<file path="src/rtl/sobol_stream_ctrl.sv">
// Sobol-driven unary stream generator: compares a captured operand against an
// external Sobol RNG for 2^INWD enabled cycles. Ones accumulator: SOBOL_STREAM_CTRL_ACC_EN.
module sobol_stream_ctrl #(
    parameter int INWD = 4
) (
    input  logic            clk,
    input  logic            rst_n,
    input  logic            start,
    input  logic [INWD-1:0] src_data,
    input  logic            hold,
    output logic            rng_en,
    input  logic [INWD-1:0] rng_val,
    output logic            out_bit,
    output logic            out_vld,
    output logic            busy,
    output logic            done,
    output logic [INWD:0]   result
);

    typedef enum logic [1:0] {IDLE, RUN, DONE} state_e;

    localparam logic [INWD-1:0] WIN_LAST = '1;
    localparam logic [INWD-1:0] WIN_ONE  = {{(INWD-1){1'b0}}, 1'b1};

    state_e          state_q, state_d;
    logic [INWD-1:0] data_q, data_d;
    logic [INWD-1:0] win_cnt_q, win_cnt_d;
    logic            out_bit_q, out_bit_d;
    logic            out_vld_q, out_vld_d;
    logic            busy_q, busy_d;
    logic            done_q, done_d;

    logic            step;
    logic            start_ok;
    logic            cmp_bit;
    logic            last_step;

    assign step      = (state_q == RUN) && !hold;
    assign start_ok  = start && (state_q != RUN);
    assign cmp_bit   = data_q > rng_val;
    assign last_step = step && (win_cnt_q == WIN_LAST);

    always_comb begin
        // NOTE: every _d gets a default first so no path leaves it unassigned (no latch).
        state_d   = state_q;
        data_d    = data_q;
        win_cnt_d = win_cnt_q;
        out_bit_d = out_bit_q;
        out_vld_d = 1'b0;

        unique case (state_q)
            IDLE:    if (start) state_d = RUN;
            RUN:     if (last_step) state_d = DONE;
            DONE:    state_d = start ? RUN : IDLE;
            default: state_d = IDLE;
        endcase

        if (start_ok) begin
            data_d    = src_data;
            win_cnt_d = '0;
        end

        // Counter wraps to zero on the last step, ready for the next window.
        if (step) begin
            out_bit_d = cmp_bit;
            out_vld_d = 1'b1;
            win_cnt_d = win_cnt_q + WIN_ONE;
        end

        busy_d = (state_d == RUN);
        done_d = (state_d == DONE);
    end

    always_ff @(posedge clk or negedge rst_n) begin
        if (!rst_n) begin
            state_q   <= IDLE;
            data_q    <= '0;
            win_cnt_q <= '0;
            out_bit_q <= 1'b0;
            out_vld_q <= 1'b0;
            busy_q    <= 1'b0;
            done_q    <= 1'b0;
        end else begin
            // NOTE: non-blocking assignments keep all flops updating from pre-edge values.
            state_q   <= state_d;
            data_q    <= data_d;
            win_cnt_q <= win_cnt_d;
            out_bit_q <= out_bit_d;
            out_vld_q <= out_vld_d;
            busy_q    <= busy_d;
            done_q    <= done_d;
        end
    end

    assign rng_en  = step;
    assign out_bit = out_bit_q;
    assign out_vld = out_vld_q;
    assign busy    = busy_q;
    assign done    = done_q;

`ifdef SOBOL_STREAM_CTRL_ACC_EN
    logic [INWD:0] acc_q, acc_d;
    logic [INWD:0] result_q, result_d;

    always_comb begin
        acc_d    = acc_q;
        result_d = result_q;
        if (start_ok) acc_d = '0;
        // Result captures the count including the final bit, visible in DONE.
        if (step) begin
            acc_d = acc_q + {{INWD{1'b0}}, cmp_bit};
            if (last_step) result_d = acc_d;
        end
    end

    always_ff @(posedge clk or negedge rst_n) begin
        if (!rst_n) begin
            acc_q    <= '0;
            result_q <= '0;
        end else begin
            acc_q    <= acc_d;
            result_q <= result_d;
        end
    end

    assign result = result_q;
`else
    assign result = '0;
`endif

endmodule

</file>
<file path="config.mk">
export PLATFORM = sky130hd
export DESIGN_NAME = sobol_stream_ctrl
export DESIGN_NICKNAME = d
export VERILOG_FILES = /design/src/rtl/sobol_stream_ctrl.sv
export SDC_FILE = /design/constraint.sdc
export NUM_CORES = 1
export LEC_CHECK = 0
export BUFFER_PORTS_ARGS = -buffer_cell sky130_fd_sc_hd__buf_2
export CORE_UTILIZATION = 28
export CTS_CLUSTER_SIZE = 30
export DETAILED_ROUTE_END_ITERATION = 7
export GPL_TIMING_DRIVEN = 0
export REMOVE_ABC_BUFFERS = 1
export SYNTH_ARGS = -nofsm -noshare
export SYNTH_HDL_FRONTEND = slang
export SYNTH_SLANG_ARGS = --single-unit
</file>
<file path="constraint.sdc">
create_clock -name clk -period 1.38 [get_ports clk]
set_input_delay 0.069 -clock clk [delete_from_list [all_inputs] [get_ports clk]]
set_output_delay 0.069 -clock clk [all_outputs]
set_load 0.02 [all_outputs]
</file>
== Yosys cells after proc, flatten, opt, wreduce, memory -nomap -nowiden ==
Index checks and enable logic that the tools add are counted.
W data, S select, Z words.

* Logic and storage cells: 28
* Register bits after elaboration: 14
* Output and inout port bits: 10
* Bits of input ports: 12

* Multiplexer cells: 7
* Add/subtract/negate cells: 1
* Equal/unequal tests: 6
* Reduce and logical (&&, ||, !) cells: 6
* $lt $le $gt $ge: 1

{| class="wikitable"
|+ Operator list
! cell !! count
|-
| $mux W4 || 2
|-
| $pmux W2 S3 || 1
|-
| $add A4 B1 Y4 const B || 1
|-
| $eq A2 B1 Y1 const B || 2
|-
| $eq A2 B2 Y1 const B || 2
|-
| $eq A4 B4 Y1 const B || 1
|-
| $gt A4 B4 Y1 || 1
|-
| $mux W2 || 2
|-
| $logic_and A1 B1 Y1 || 3
|-
| $logic_not A2 Y1 || 1
|-
| $mux W1 || 2
|-
| $ne A2 B1 Y1 const B || 1
|-
| $reduce_bool A2 Y1 || 1
|-
| $logic_not A1 Y1 || 1
|}

== Logic depth before layout (Yosys ltp) ==
* Depth after elaboration: 6
* Gate-level depth with buffers: 5
* Mapped depth without buffers: 5

== Worst setup path before layout ==
Ideal clock, no wire load.

* Path type: register to register
* Start point: reg state_q[1]
* End point: reg win_cnt_q[3]
* Arrival: 1269 ps
* Path buffers: 0
* Library setup time: 125 ps
* Setup slack: -13 ps
* Stages on the path, launching flop included: 4
* Required time: 1255 ps
* Path through: dfrtp_1 -> nor3b_4 -> nand4_1 -> mux2_2

* Word-level cells in the longest chain between the ends: 3
* Elaborated cells between the ends (all ways): 6
* Those cells by class: eq/ne: 2; mux: 1; reduce/logical: 3

{| class="wikitable"
|+ RTL lines
! item !! RTL line !! text
|-
| start, declared || 25 || <nowiki>state_e state_q, state_d;</nowiki>
|-
| start signal, assigned || 85 || <nowiki>state_q <= state_d;</nowiki>
|-
| $eq A2 B1 Y1 * || 38 || <nowiki>assign step = (state_q == RUN) && !hold;</nowiki>
|-
| $logic_and A1 B1 Y1 * || 38 ||
|-
| net rng_en || 11 || <nowiki>output logic rng_en,</nowiki>
|-
| $mux W4 or $reduce_bool A2 Y1 (tied branches) || n/a ||
|-
| end signal, assigned || 87 || <nowiki>win_cnt_q <= win_cnt_d;</nowiki>
|-
| end, declared || 27 || <nowiki>logic [INWD-1:0] win_cnt_q, win_cnt_d;</nowiki>
|}

Mark *: on every way through the listed nets, which the timed path passes. The rest lies on a longest branch.
A chain may end at the register's enable or synchronous reset.

== Worst setup path in the final report ==
* Start point: reg state_q[1]
* End point: reg data_q[1]

* Word-level cells in the longest chain between the ends: 2

{| class="wikitable"
|+ RTL lines
! item !! RTL line !! text
|-
| $ne A2 B1 Y1 || 39 || <nowiki>assign start_ok = start && (state_q != RUN);</nowiki>
|-
| $logic_and A1 B1 Y1 || 39 ||
|-
| end signal, assigned || 86 || <nowiki>data_q <= data_d;</nowiki>
|-
| end, declared || 26 || <nowiki>logic [INWD-1:0] data_q, data_d;</nowiki>
|}

No other way between the ends.

==> flow_summary.ini <==
[detailed_routing]
routedWlPerCell_microns = 10.8
drc = 0
drt_wl_total_mm = 1.15
num_vias = 483
drt_pre_antenna_iters = 3
viasPerCell = 4.51
drt_iter0_markers = 8
drtAntennaViolNets = 0

[grt]
grt_max_degree = 15
grt_pass1_wl_mm = 1.96
overflow = 0
antenna_found_initial = 0
first_global_vias = 450
track_usage_pct = 10.5

[clocking]
insertion_delay_ns = 0.27
clk_pin_slew_worst_paths_ns = 0.08
clockRootBuffer = clkbuf_4
numCtsBuffers = 3
ctsLongestPathBuffers = 2
numClockSinks = 14
cts_tree = built
htree_num_levels = 1

[run_status]
run_status = finished clean

[floorplan]
fp.dieW_microns = 52.0
die_h_microns = 52.0
num_rows = 17
dieArea_sq_um = 2700
io_pins = 22
start_util_pct = 30.7
core_area_sq_um = 2280

[setup_path]
cp.required_ns = 1.54
crit_path_end_kind = flop
r2r_slack_ns = 0.06
critPathLaunchType = flop
cp_max_fo = 7
cp.arrival_ns = 1.49
path_class = flop to flop

[final_layout]
fillers = 232
layout_common_cells = buf_2 (15), dfrtp_1 (14), mux2_2 (6)
layout-drive-gt1-share_pct = 38.0
finalNonFillerCells = 107
final_util_pct = 37.3
antennaDiodeCount = 0
syn_to_final_growth_pct = 21.3
final_common_cell = buf_2
nNetsFinal = 98

[timing]
hold_viol = 0
finalCritPeriodShare_pct = 95.9
max_freq_mhz = 755
setup_ws_ns = 0.0559
drv_slew = 0
finClkSkew_ns = 0.000444
tns_ns = 0
setup_violations = 0
min_period_ns = 1.32
rsz0062_at_grt = yes

[placed_design]
port_buffers = 16
place_congestion = 0.776
dp_slack_ns = -0.0245
dp_hpwl_microns = 878
post-place-cells = 101

[pwr]
p_total_w = 0.00150
peakVddDrop_mv = 0.737
p_leak_nw = 0.427
p_per_area_nw_per_um2 = 1770

[synthesis]
synth_top_family_by_area = simple AND/OR/NAND/NOR gates
ys_seq_area_share_pct = 50.1
synthCells = 58
syn_area_sq_um = 699
yosysUniqueCellTypes = 20
syn_avg_cell_area_sq_um = 12.1
synth_seq_cells = 14
synthSimpleGateAreaFrac_pct = 13.2
yosys_warnings = 0
synth_compound_area_share_pct = 8.05
synthXorXnorAreaFrac_pct = 0
synth_adder_area_share_pct = 8.94
synth_mux_area_share_pct = 11.1

[worst_hold_path]
worstHoldPathType = input pin to flop

[flow_run]
maxCapViolCount = 0
[cells in the mapped netlist (all sizes together)]
| library cell | n | area share, % |
|---|---|---|
| conb | 1 | 0.54 |
| nand4 | 2 | 1.8 |
| or2b | 1 | 1.6 |
| a211o | 1 | 1.3 |
| inv | 5 | 2.7 |
| nor4 | 2 | 1.8 |
| ha | 5 | 8.9 |
| a31oi | 1 | 0.90 |
| buf | 5 | 5.4 |
| dfrtp | 14 | 50 |
| nor2b | 1 | 0.90 |
| and3b | 2 | 2.5 |
| mux2i | 1 | 1.4 |
| nand2 | 2 | 1.1 |
| o211ai | 1 | 1.1 |
| a21oi | 5 | 3.6 |
| mux2 | 6 | 9.7 |
| nand2b | 1 | 0.90 |
| nor3b | 1 | 2.7 |
| a22o | 1 | 1.3 |
[registers in the layout, indices dropped and copies added (netlist names)]
signal and flops:
busy 1, data_q 4, done 1, out_bit 1, out_vld 1, state_q 2, win_cnt_q 4
[metrics by stage]
stage | area [sq um] | hold slack (ns)
after floorplan | 677 | -0.227
after global placement | 792 | -0.0181
after detailed placement | 792 | -0.0170
after CTS | 840 | 0.0131
after global routing | 848 | 0.00963
final | 848 | 0.0232
[metal layers]
metal	GRT usage, %	wire length, microns	part of all wire [%]
met2	15.8	516	45
met5	0	0	0
met3	2.63	45	3.9
met4	9.46	27	2.3
met1	12.1	564	49
[where the power goes]
part	switching (W)	internal (W)	total (W)	leakage, nW
clock	0.000119	0.000101	0.000220	0.0138
sequential	0.0000897	0.000570	0.000659	0.168
combinational	0.000301	0.000323	0.000624	0.245
[worst max-delay path, stage by stage, from the launching register on]
cell     delay (ns)
dfrtp_1        0.41
or2b_4         0.30
nand2_1        0.16
mux2_2         0.35
[cell type report]
type / instances / area [sq um] / share of cell area [%]
clock buffer: 3 / 22.5 / 2.65
inverter: 5 / 18.8 / 2.21
multi-input combinational: 38 / 314 / 37.0
sequential: 14 / 350 / 41.3
tap: 28 / 35.0 / 4.13
timing repair buffer: 19 / 108 / 12.7
[cell families (layout without fill, tap and decap cells)]
logic type      Yosys count  after routing
simple gates             12             12
compound gates            9              9
fa+ha+maj                 5              5
other cells               1              5
buf+inv                  10             27
mux                       7              7
flops                    14             14
[timing repair]
action                                  4_1_cts  5_1_grt
cloned                                        0        0
hold endpoints to repair                     14        0
resized for setup                             0        2
hold buffers                                  1        0
pin swaps                                     1        1
buffers inserted                              2        1
endpoints found under the setup margin        4        3
[path summary, 6_finish.rpt]
check | startpoint | to | depth (start not counted)
setup / recovery | state_q[1] | data_q[1] | 3
hold / removal | src_data[2] | data_q[2] | 2
setup reg to reg | state_q[1] | data_q[1] | 3
hold reg to reg | data_q[0] | data_q[0] | 1
max in group asynchronous | rst_n | out_bit | 2
min in group asynchronous | rst_n | data_q[1] | 2
No activity file was read; power rests on OpenSTA's default activity.
